`src/rtl/manchester_serializer.sv`:
```
// Serializes one 16-chip Manchester word MSB-first, each chip held DIV clocks.
// Define MANCH_TX_PREAMBLE_EN to prefix every frame with 8 chips of 1,0,1,0,...
module manchester_serializer #(
    parameter int   DIV        = 4,
    parameter logic IDLE_LEVEL = 1'b0
) (
    input  logic        clk,
    input  logic        rst_n,
    input  logic [15:0] word_in,
    input  logic        word_valid,
    output logic        word_ready,
    output logic        tx_out,
    output logic        tx_active,
    output logic        frame_done
);

    localparam int             DW       = (DIV > 1) ? $clog2(DIV) : 1;
    localparam logic [DW-1:0]  DIV_LAST = DW'(DIV - 1);

`ifdef MANCH_TX_PREAMBLE_EN
    typedef enum logic [1:0] {
        S_IDLE  = 2'd0,
        S_PRE   = 2'd1,
        S_SHIFT = 2'd2
    } state_t;
`else
    typedef enum logic [1:0] {
        S_IDLE  = 2'd0,
        S_SHIFT = 2'd2
    } state_t;
`endif

    state_t          state, state_nx;
    logic [DW-1:0]   div_cnt, div_nx;
    logic [3:0]      chip_cnt, chip_nx;
    logic [15:0]     shreg, shreg_nx;
    logic            tx_r, tx_nx;
    logic            act_r, act_nx;

    logic            chip_end;
    logic            frame_last;
    logic            take;

    // Handshake: a word moves on a rising edge where word_valid and
    // word_ready are both high; word_ready depends only on registered state.
    assign chip_end   = (div_cnt == DIV_LAST);
    assign frame_last = (state == S_SHIFT) && chip_end && (chip_cnt == 4'd15);
    assign word_ready = (state == S_IDLE) || frame_last;
    assign frame_done = frame_last;
    assign take       = word_valid && word_ready;

    assign tx_out    = tx_r;
    assign tx_active = act_r;

    always_ff @(posedge clk or negedge rst_n) begin
        if (!rst_n) begin
            state    <= S_IDLE;
            div_cnt  <= '0;
            chip_cnt <= '0;
            shreg    <= '0;
            tx_r     <= IDLE_LEVEL;
            act_r    <= 1'b0;
        end else begin
            state    <= state_nx;
            div_cnt  <= div_nx;
            chip_cnt <= chip_nx;
            shreg    <= shreg_nx;
            tx_r     <= tx_nx;
            act_r    <= act_nx;
        end
    end

    always_comb begin
        state_nx = state;
        div_nx   = div_cnt;
        chip_nx  = chip_cnt;
        shreg_nx = shreg;
        tx_nx    = tx_r;
        act_nx   = act_r;

        if (take) begin
            // Load path is shared by IDLE and the last clock of a frame.
            div_nx  = '0;
            chip_nx = '0;
            act_nx  = 1'b1;
`ifdef MANCH_TX_PREAMBLE_EN
            state_nx = S_PRE;
            shreg_nx = word_in;
            tx_nx    = 1'b1;
`else
            state_nx = S_SHIFT;
            shreg_nx = {word_in[14:0], 1'b0};
            tx_nx    = word_in[15];
`endif
        end else begin
            case (state)
                S_IDLE: begin
                    tx_nx  = IDLE_LEVEL;
                    act_nx = 1'b0;
                end
`ifdef MANCH_TX_PREAMBLE_EN
                S_PRE: begin
                    div_nx = chip_end ? '0 : div_cnt + DW'(1);
                    if (chip_end) begin
                        if (chip_cnt == 4'd7) begin
                            state_nx = S_SHIFT;
                            chip_nx  = '0;
                            tx_nx    = shreg[15];
                            shreg_nx = {shreg[14:0], 1'b0};
                        end else begin
                            // Preamble chip j is ~j[0]; the next chip is chip_cnt+1.
                            chip_nx = chip_cnt + 4'd1;
                            tx_nx   = chip_cnt[0];
                        end
                    end
                end
`endif
                S_SHIFT: begin
                    div_nx = chip_end ? '0 : div_cnt + DW'(1);
                    if (chip_end) begin
                        if (chip_cnt == 4'd15) begin
                            state_nx = S_IDLE;
                            chip_nx  = '0;
                            tx_nx    = IDLE_LEVEL;
                            act_nx   = 1'b0;
                        end else begin
                            chip_nx  = chip_cnt + 4'd1;
                            tx_nx    = shreg[15];
                            shreg_nx = {shreg[14:0], 1'b0};
                        end
                    end
                end
                default: begin
                    state_nx = S_IDLE;
                    div_nx   = '0;
                    chip_nx  = '0;
                    tx_nx    = IDLE_LEVEL;
                    act_nx   = 1'b0;
                end
            endcase
        end
    end

endmodule

```
`config.mk`:
```
export PLATFORM = sky130hd
export DESIGN_NAME = manchester_serializer
export DESIGN_NICKNAME = d
export VERILOG_FILES = /design/src/rtl/manchester_serializer.sv
export SDC_FILE = /design/constraint.sdc
export NUM_CORES = 1
export LEC_CHECK = 0
export CORE_MARGIN = 5
export CORE_UTILIZATION = 35
export CTS_BUF_LIST = sky130_fd_sc_hd__clkbuf_8
export DETAILED_ROUTE_END_ITERATION = 10
export SETUP_SLACK_MARGIN = 0.02
export SYNTH_ARGS = -nofsm -noshare
export SYNTH_HDL_FRONTEND = slang
export SYNTH_SLANG_ARGS = --single-unit
```
`constraint.sdc`:
```
create_clock -name clk -period 3.9 [get_ports clk]
set_input_delay 0.975 -clock clk [delete_from_list [all_inputs] [get_ports clk]]
set_output_delay 0.975 -clock clk [all_outputs]
set_load 0.005 [all_outputs]
```
==> results by group, run 1 <==
STA
  – Pins Over Slew Limit: 0
  – Layout Skew: 0.00441 ns
  – Slew margin rel.: 0.279
  – Setup violations, final: 0
  – Final hold violation count: 0
  – Slew of the pin with the lowest slew margin: 1.08 ns
  – Post-Route Setup TNS: 0 ns
  – Fin crit period: 3.03 ns
  – F_max: 0.330 GHz
  – Unrepaired setup endpoints after global routing: false
  – Fin crit share: 0.778

Clock network
  – TritonCTS clock tree: done
  – CTS clock-pin slew for the worst setup and hold paths: 0.08 ns
  – Post-CTS setup buffers: 0
  – Clk buf depth: 2
  – Root buf cell: clkbuf_8
  – Cts hold-fix bufs: 0
  – Post-cts resize count: 0
  – CTS Sinks: 24
  – TritonCTS buffer count: 3
  – # H-tree levels: 1
  – Clock Latency Late Sink: 0.27 ns

Global route
  – Congestion Overflow GR: 0
  – First-pass GRT wire length: 4280 µm
  – GR Util All Layers: 0.107
  – Initial antenna violation count: 0
  – Number of global-route vias before repair: 918
  – Largest net degree at the start of global routing: 25

Power and ir drop
  – P_sw: 341 µW
  – Sw frac: 0.321
  – Combinational power share: 0.386
  – Pleak: 0.000561 µW
  – Power Internal: 722 µW
  – Worst vdd ir: 0.000423 V
  – Flop pwr share: 0.407
  – Power Density: 696 nW/µm²
  – Clock group share of total power: 0.206

Logic synthesis
  – Post-synth net total: 128
  – Most frequent cell after synthesis: dfrtp_1
  – Synth top cells by count: dfrtp_1, nand3b_1, o221a_1, nand2_1, o21ai_1
  – Post-Synthesis Cells: 107
  – FF+latch count, synth: 24
  – Post-synth ARST share: 1.00
  – Netlist cell types: 32
  – Mapped Area: 1260 µm²
  – EDFF count, synth: 0
  – YS warnings: 0
  – Seq/Total Area, Yosys: 0.478
  – Synth area leaders: dfrtp_1, o221a_1, nand3b_1
  – Avg Cell Area, Syn: 11.8 µm²
  – Synth area leader: dfrtp_1
  – Synth top area share: 0.478
  – Top FF cell, synth: dfrtp_1

Routing
  – 1st-pass router iterations: 4
  – 1st-iter DRT viols: 54
  – Routed WL: 2580 µm
  – Via density per instance: 5.24
  – # DRC: 0
  – Post-route ant nets: 0
  – Total vias in the final route: 896
  – DR WL/cell: 15.1 µm

Setup path
  – Worst EP arrival: 2.06 ns
  – Setup crit end kind: output port
  – Crit path max fanout: 16
  – CP required: 2.92 ns
  – Setup CP Type: flop to output port
  – Reg2reg path depth: 4
  – CP Launch Type: flop

Layout
  – Antenna diodes: 0
  – Final nets: 147
  – Cell Count, Final, Fillers Out: 171
  – Fraction of layout cells with a size suffix above 1: 0.0880
  – Layout area overhead: 21.6%

Die
  – Die Footprint: 4890 µm²
  – FP Rows: 21
  – Height of the die: 69.9 µm
  – I/O pin cnt: 23
  – Core area: 3420 µm²
  – DIE WIDTH: 69.9 µm
  – Initial Utilization: 0.368

Place
  – Buffers on Ports: 22
  – RePlAce Congestion: 0.730
  – DP Wirelength: 1750 µm
  – DP Cell Count: 167

Worst hold path
  – Hold depth: 1
  – Hold crit path type: flop to flop

Job
  – Maxcap violations: 0

Run status
  – Status: completed
## worst paths after layout
check	from	to	slack [ns]
worst max register to register	div_cnt[0]	shreg[2]	2.17
worst min-delay path	div_cnt[0]	div_cnt[0]	0.49
worst min register to register	div_cnt[0]	div_cnt[0]	0.49
max in group asynchronous	rst_n	shreg[2]	1.97
min in group asynchronous	rst_n	shreg[12]	1.28
worst max-delay path	div_cnt[0]	frame_done	0.87
## logic make-up after synthesis
| group | count (synthesis) | share of synthesized area |
|---|---|---|
| simple gates | 34 | 0.186 |
| xor+xnor | 1 | 0.00697 |
| mux | 1 | 0.0109 |
| compound gates | 32 | 0.219 |
| fa+ha+maj | 2 | 0.0199 |
| buf+inv | 13 | 0.0796 |
| flops | 24 | 0.478 |
## cell type report
| cell class | instances | area, µm² |
|---|---|---|
| well taps | 46 | 57.6 |
| repair buffers | 23 | 228 |
| clock buffers | 3 | 41.3 |
| flip-flops and latches | 24 | 601 |
| fillers | 320 | 1890 |
| inverters | 4 | 15.0 |
| clock inverters | 1 | 30.0 |
| multi-input cells | 70 | 557 |
## metal layers
layer	share of wire	track usage	wire, µm	up-vias
met3	0.067	0.0459	172	2
met5	0	0	0	-
met4	0.0039	0.0191	10	0
li1	-	-	-	444
met1	0.46	0.132	1180	427
met2	0.47	0.175	1220	23
## state kept, by name (all words and copies together), names as in the netlist
| signal | cells |
|---|---|
| state | 1 |
| chip_cnt | 4 |
| div_cnt | 2 |
| shreg | 15 |
| tx_out | 1 |
| tx_active | 1 |
## worst max-delay path, stage by stage, from the launching register on
cell,delay (ns)
dfrtp_1,0.37
ha_1,0.38
and2_1,0.18
buf_4,0.19
nor2b_1,0.16
clkdlybuf4s50_1,0.51
## cells in the final DEF, fill, tap and decap left out, types with 3 or more instances in the layout
| cell type | n |
|---|---|
| o221a_1 | 14 |
| a21oi_1 | 3 |
| clkdlybuf4s50_1 | 22 |
| dfrtp_1 | 24 |
| o22ai_1 | 3 |
| nor2b_1 | 4 |
| o21ai_1 | 5 |
| clkbuf_8 | 3 |
| nand2_1 | 5 |
| inv_1 | 3 |
| nand3b_1 | 14 |
## through the flow
step / total power (µW) / worst slack, ns / utilization / cell area [µm²] / hold slack [ns]
floorplan: 771 / 1.80 / - / 1260 / 0.453
finish: 1060 / 0.865 / 0.448 / 1530 / 0.492
global placement: 836 / 1.19 / 0.427 / 1460 / 0.474
global route: 1140 / 0.724 / 0.448 / 1530 / 0.528
CTS: 1080 / 0.849 / 0.448 / 1530 / 0.495
detailed placement: 851 / 1.16 / 0.427 / 1460 / 0.481
## power by group through the flow
| stage | sequential, µW | combinational [µW] | clock (µW) |
|---|---|---|---|
| after floorplan | 408 | 363 | 0 |
| after global placement | 435 | 401 | 0 |
| after detailed placement | 436 | 415 | 0 |
| after CTS | 432 | 418 | 227 |
| after global routing | 447 | 453 | 237 |
| final | 433 | 411 | 219 |
Note: power is estimated with default switching activity, not from simulation.
==> inputs of run 2 (changes only) <==
clock period = 2.6 ns   (was 3.9 ns; I/O delays follow)
==> results by group, run 2 (same netlist as run 1, synthesis figures left out) <==
Setup path
  – CP Launch Type: flop
  – RR Endpoint: shreg[3]
  – Setup CP Type: flop to output port
  – Worst EP arrival: 1.80 ns (-0.26 ns)
  – Crit path max fanout: 6 (-10)
  – Worst r2r src: chip_cnt[0]
  – Flop2flop setup slack: 0.99 ns (-1.18 ns)
  – Reg2reg path depth: 4 (unchanged)
  – Setup crit end kind: output port
  – CP required: 1.95 ns (-0.97 ns)

STA
  – Post-Route Setup TNS: 0 ns (unchanged)
  – F_max: 0.408 GHz
  – Setup violations, final: 0 (unchanged)
  – Final hold violation count: 0 (unchanged)
  – Layout Skew: 0.00674 ns (+0.00233 ns)
  – Fin crit share: 0.943
  – Fin crit period: 2.45 ns
  – Pins Over Slew Limit: 0 (unchanged)
  – Slew of the pin with the lowest slew margin: 0.507 ns (-0.571 ns)
  – Unrepaired setup endpoints after global routing: false
  – Slew margin rel.: 0.661 (+0.381)

Run status
  – Status: completed

Clock network
  – Cts hold-fix bufs: 0 (unchanged)
  – Clock Latency Late Sink: 0.27 ns (about the same)
  – # H-tree levels: 1 (unchanged)
  – Clk buf depth: 2 (unchanged)
  – TritonCTS clock tree: done
  – CTS clock-pin slew for the worst setup and hold paths: 0.08 ns (about the same)
  – TritonCTS buffer count: 3 (unchanged)
  – Root buf cell: clkbuf_8
  – CTS Sinks: 24 (unchanged)

Layout
  – Max FFs per register: 15 (unchanged)
  – Fraction of layout cells with a size suffix above 1: 0.160 (+0.0723)
  – Post-layout util: 0.469 (+0.0212)
  – Largest regs: shreg (15), chip_cnt (4), div_cnt (2)
  – Final nets: 153 (+4.1%)
  – Top reg by flops: shreg
  – Antenna diodes: 0 (unchanged)
  – Cell Count, Final, Fillers Out: 177 (+3.5%)
  – Most frequent cells in the layout: dfrtp_1, clkdlybuf4s50_1, nand3b_1, o221a_1, buf_4
  – Final instance area: 1600 µm² (+4.7%)
  – Layout area overhead: 27.4%

Routing
  – Routed WL: 2790 µm (+8.4%)
  – 1st-iter DRT viols: 76 (+41%)
  – 1st-pass router iterations: 4 (unchanged)
  – Post-route ant nets: 0 (unchanged)
  – Total vias in the final route: 929 (+3.7%)
  – Via density per instance: 5.25 (+0.17%)
  – DR WL/cell: 15.8 µm (+4.7%)
  – # DRC: 0 (unchanged)

Global route
  – First-pass GRT wire length: 4880 µm (+14%)
  – GR Util All Layers: 0.121 (+0.0144)
  – Initial antenna violation count: 0 (unchanged)
  – Number of global-route vias before repair: 990 (+7.8%)
  – Congestion Overflow GR: 0 (unchanged)
  – Largest net degree at the start of global routing: 25 (unchanged)

Die
  – FP Rows: 21 (unchanged)
  – DIE WIDTH: 69.9 µm (unchanged)
  – Height of the die: 69.9 µm (unchanged)
  – Core area: 3420 µm² (unchanged)
  – Initial Utilization: 0.368 (unchanged)
  – I/O pin cnt: 23 (unchanged)
  – Die Footprint: 4890 µm² (unchanged)

Worst hold path
  – Hold depth: 2 (+1)
  – Hold crit path type: flop to flop
  – Hold path start: shreg[1]
  – Hold path endpoint: shreg[1]

Place
  – DP Area: 1480 µm² (+1.5%)
  – RePlAce Congestion: 0.770 (+5.5%)
  – DP Wirelength: 1810 µm (+3.5%)
  – DP Cell Count: 170 (+1.8%)
  – Buffers on Ports: 22 (unchanged)

Job
  – Maxcap violations: 0 (unchanged)

Power and ir drop
  – Pleak: 0.000588 µW (+4.8%)
  – Power Density: 1060 nW/µm² (+52%)
  – Worst vdd ir: 0.000600 V (+42%)
-- run 2: worst max-delay path by stage --
stage	startpoint	to	slack, ns
3_5_place_dp	div_cnt[0]	word_ready	0.27
3_3_place_gp	div_cnt[0]	word_ready	0.28
4_1_cts	chip_cnt[0]	word_ready	0.02
2_1_floorplan	div_cnt[0]	frame_done	0.83
6_report	chip_cnt[0]	word_ready	0.15
5_1_grt	chip_cnt[0]	word_ready	0.03
-- run 2: layout make-up --
| class | instances | area, µm² |
|---|---|---|
| clock buffers | 3 | 41.3 |
| clock inverters | 1 | 30.0 |
| repair buffers | 29 | 273 |
| well taps | 46 | 57.6 |
| flip-flops and latches | 24 | 603 |
| fillers | 316 | 1810 |
| inverters | 4 | 15.0 |
| multi-input cells | 70 | 582 |
-- run 2: per-stage QoR --
stage	hold WS [ns]	setup slack [ns]	power (µW)
floorplan	0.354	0.828	1160
global placement	0.474	0.284	1260
detailed placement	0.484	0.269	1290
CTS	0.503	0.0218	1640
global route	0.568	0.0308	1810
finish	0.531	0.147	1690
-- run 2: repair_timing --
action                                  4_1_cts  5_1_grt
gates resized for setup                       2        4
buffers inserted                              0        3
pin swaps                                     0        1
endpoints found under the setup margin        1        1
-- run 2: per-layer routing --
layer  global-route usage  routed length (µm)
met1                0.157                1260
met2                0.193                1370
met3               0.0416                 140
met4               0.0319                  20
met5                    0                   0
-- run 2: worst max-delay path, cell delays in order (launching register included) --
cell	delay, ns
dfrtp_2	0.43
ha_4	0.18
and4_4	0.25
nand2b_1	0.16
clkdlybuf4s50_1	0.52
-- run 2: power by group --
group	switching (µW)	internal, µW	leakage [µW]
Combinational	292	407	0.000295
Sequential	133	535	0.000257
Clock	119	206	0.0000357
Total	544	1150	0.000588
==> inputs of run 3 (changes only) <==
ABC_AREA = 1   (was default)
DONT_BUFFER_PORTS = 1   (was default)
PLACE_DENSITY = 0.59   (was default)
==> results by group, run 3 <==
Logic synthesis
  – Most frequent cell after synthesis: nand2_1
  – Netlist cell types: 22 (-31%)
  – Synth area leader: dfrtp_1
  – FF+latch count, synth: 24 (unchanged)
  – Seq/Total Area, Yosys: 0.422 (-0.0558)
  – YS warnings: 0 (unchanged)
  – EDFF count, synth: 0 (unchanged)
  – Post-Synthesis Cells: 180 (+68%)
  – Post-synth net total: 201 (+57%)
  – Mapped Area: 1420 µm² (+13%)
  – Post-synth ARST share: 1.00 (unchanged)
  – Avg Cell Area, Syn: 7.91 µm² (-33%)
  – Synth area leaders: dfrtp_1, nand2_1, nand3_1
  – Synth top area share: 0.422 (-0.0558)
  – Synth top cells by count: nand2_1, inv_1, nand3_1, dfrtp_1
  – Top FF cell, synth: dfrtp_1

Layout
  – Fraction of layout cells with a size suffix above 1: 0.112 (-0.0479)
  – Top reg by flops: shreg
  – Largest regs: shreg (15), chip_cnt (4), div_cnt (2)
  – Antenna diodes: 0 (unchanged)
  – Fillcell total: 424 (+34%)
  – Most frequent cells in the layout: nand2_1, inv_1, nand3_1, dfrtp_1
  – FF/Latch Area: 601 µm² (-0.41%)
  – Final nets: 200 (+31%)
  – Multi-input logic area: 594 µm² (+2.2%)
  – Max FFs per register: 15 (unchanged)
  – Layout area overhead: 3.87%
  – Final instance area: 1480 µm² (-7.7%)
  – Most common cell after layout, fill and taps aside: nand2_1

Clock network
  – TritonCTS clock tree: done
  – Cts hold-fix bufs: 0 (unchanged)
  – CTS Sinks: 24 (unchanged)
  – Root buf cell: clkbuf_8
  – Post-cts resize count: 0 (-2)
  – Clk buf depth: 2 (unchanged)
  – CTS clock-pin slew for the worst setup and hold paths: 0.09 ns (about the same)
  – # H-tree levels: 1 (unchanged)
  – Post-CTS setup buffers: 0 (unchanged)
  – Clock Latency Late Sink: 0.27 ns (about the same)
  – TritonCTS buffer count: 3 (unchanged)

STA
  – Post-Route Setup TNS: 0 ns (unchanged)
  – Fin crit period: 1.97 ns (-0.481 ns)
  – Slew of the pin with the lowest slew margin: 0.414 ns (-0.0925 ns)
  – Setup violations, final: 0 (unchanged)
  – F_max: 0.507 GHz (+24%)
  – Final WS setup: 0.628 ns (+0.481 ns)
  – Final hold violation count: 0 (unchanged)
  – Slew margin rel.: 0.724 (+0.0630)
  – Fin crit share: 0.758 (-0.185)
  – Pins Over Slew Limit: 0 (unchanged)
  – Layout Skew: 0.00328 ns (-0.00346 ns)
  – Unrepaired setup endpoints after global routing: false

Power and ir drop
  – Power Internal: 581 µW (-49%)
  – Worst vdd ir: 0.000186 V (-69%)
  – Pleak: 0.000830 µW (+41%)
  – P_sw: 129 µW (-76%)
  – Power Density: 480 nW/µm² (-55%)
  – Power Total: 710 µW (-58%)
  – Flop pwr share: 0.525 (+0.130)
  – Sw frac: 0.182 (-0.139)
  – Clock group share of total power: 0.465 (+0.273)
  – Combinational power share: 0.010 (-0.403)

Routing
  – Via density per instance: 4.54 (-13%)
  – DR WL/cell: 11.9 µm (-25%)
  – # DRC: 0 (unchanged)
  – Routed WL: 2710 µm (-3.1%)
  – 1st-iter DRT viols: 89 (+17%)
  – Total vias in the final route: 1036 (+12%)
  – Post-route ant nets: 0 (unchanged)
  – 1st-pass router iterations: 4 (unchanged)

Global route
  – Congestion Overflow GR: 0 (unchanged)
  – GR Util All Layers: 0.111 (-0.00983)
  – Number of global-route vias before repair: 1029 (+3.9%)
  – Largest net degree at the start of global routing: 25 (unchanged)
  – Initial antenna violation count: 0 (unchanged)
  – First-pass GRT wire length: 4730 µm (-3.0%)

Place
  – DP Area: 1410 µm² (-4.9%)
  – Buffers on Ports: 0 (-100%)
  – RePlAce Congestion: 0.781 (+1.4%)
  – DP Wirelength: 1950 µm (+7.4%)
  – Setup Slack @ Placement: 0.907 ns (+0.638 ns)

Setup path
  – Worst r2r src: chip_cnt[1]
  – Reg2reg path depth: 7 (+3)
  – Worst EP arrival: 1.32 ns (-0.48 ns)
  – Setup crit end kind: output port
  – Crit path max fanout: 10 (+4)
  – Setup CP Type: flop to output port
  – CP required: 1.95 ns (about the same)
  – Flop2flop setup slack: 0.94 ns (-0.05 ns)
  – CP Launch Type: flop
  – RR Endpoint: shreg[7]

Die
  – Die Footprint: 5440 µm² (+11%)
  – Core area: 3970 µm² (+16%)
  – Initial Utilization: 0.359 (-0.00959)
  – Height of the die: 73.8 µm (+5.5%)
  – I/O pin cnt: 23 (unchanged)
  – FP Rows: 23 (+9.5%)
  – DIE WIDTH: 73.8 µm (+5.5%)

Worst hold path
  – Hold crit path type: input port to asynchronous set/reset pin

Job
  – Maxcap violations: 0 (unchanged)

Run status
  – Status: completed
run 3: cell types whose count changed after synthesis, sizes merged, moves of 3 or more:
cell    change
nand3      +33
o221a      -14
inv        +32
nor2b       -4
o22ai       -3
nand2      +53
nand3b     -14
nand4       +3
run 3: kinds of logic (layout without fill, tap and decap cells):
kind of cell,Yosys count,after routing,share of synthesized area
flops,24,24,0.422
compound gates,11,11,0.0677
simple gates,99,99,0.332
fa+ha+maj,2,2,0.0176
buf+inv,44,42,0.161
run 3: cell type report:
class                           instances  share of cell area
Clock buffer                            3              0.0279
Timing Repair Buffer                    2              0.0102
Clock inverter                          1              0.0203
Inverter                               36              0.0914
Multi-Input combinational cell        112               0.402
Sequential cell                        24               0.406
Tap cell                               50              0.0423
run 3: worst max-delay path by stage:
stage | start | end | slack, ns
6_report | chip_cnt[1] | word_ready | 0.63
5_1_grt | chip_cnt[1] | word_ready | 0.53
4_1_cts | chip_cnt[1] | word_ready | 0.61
3_5_place_dp | chip_cnt[1] | word_ready | 0.91
3_3_place_gp | chip_cnt[1] | word_ready | 0.94
2_1_floorplan | chip_cnt[1] | word_ready | 0.85
run 3: critical path, cell delays in order, from the launching register on:
cell,delay [ns]
dfrtp_1,0.39
ha_1,0.24
nand3_4,0.12
o21bai_4,0.30
run 3: metal layers:
metal	track usage	up-vias	routed length, µm
li1	-	553	-
met1	0.151	468	1360
met2	0.170	13	1220
met3	0.0301	2	112
met4	0.0362	0	15
met5	0	-	0
run 3: metrics by stage:
stage | utilization | cells | hold slack (ns)
after floorplan | - | 180 | 0.354
after global placement | 0.354 | 224 | 0.355
after detailed placement | 0.354 | 224 | 0.355
after CTS | 0.372 | 228 | 0.0558
after global routing | 0.372 | 228 | 0.0414
final | 0.372 | 228 | 0.0661
run 3: power by group through the flow:
stage	Combinational (µW)	Sequential [µW]	Clock (µW)
6_report	6.83	373	330
3_5_place_dp	6.96	380	0
3_3_place_gp	7.50	380	0
4_1_cts	7.02	373	338
5_1_grt	8.45	373	353
2_1_floorplan	13.3	380	0
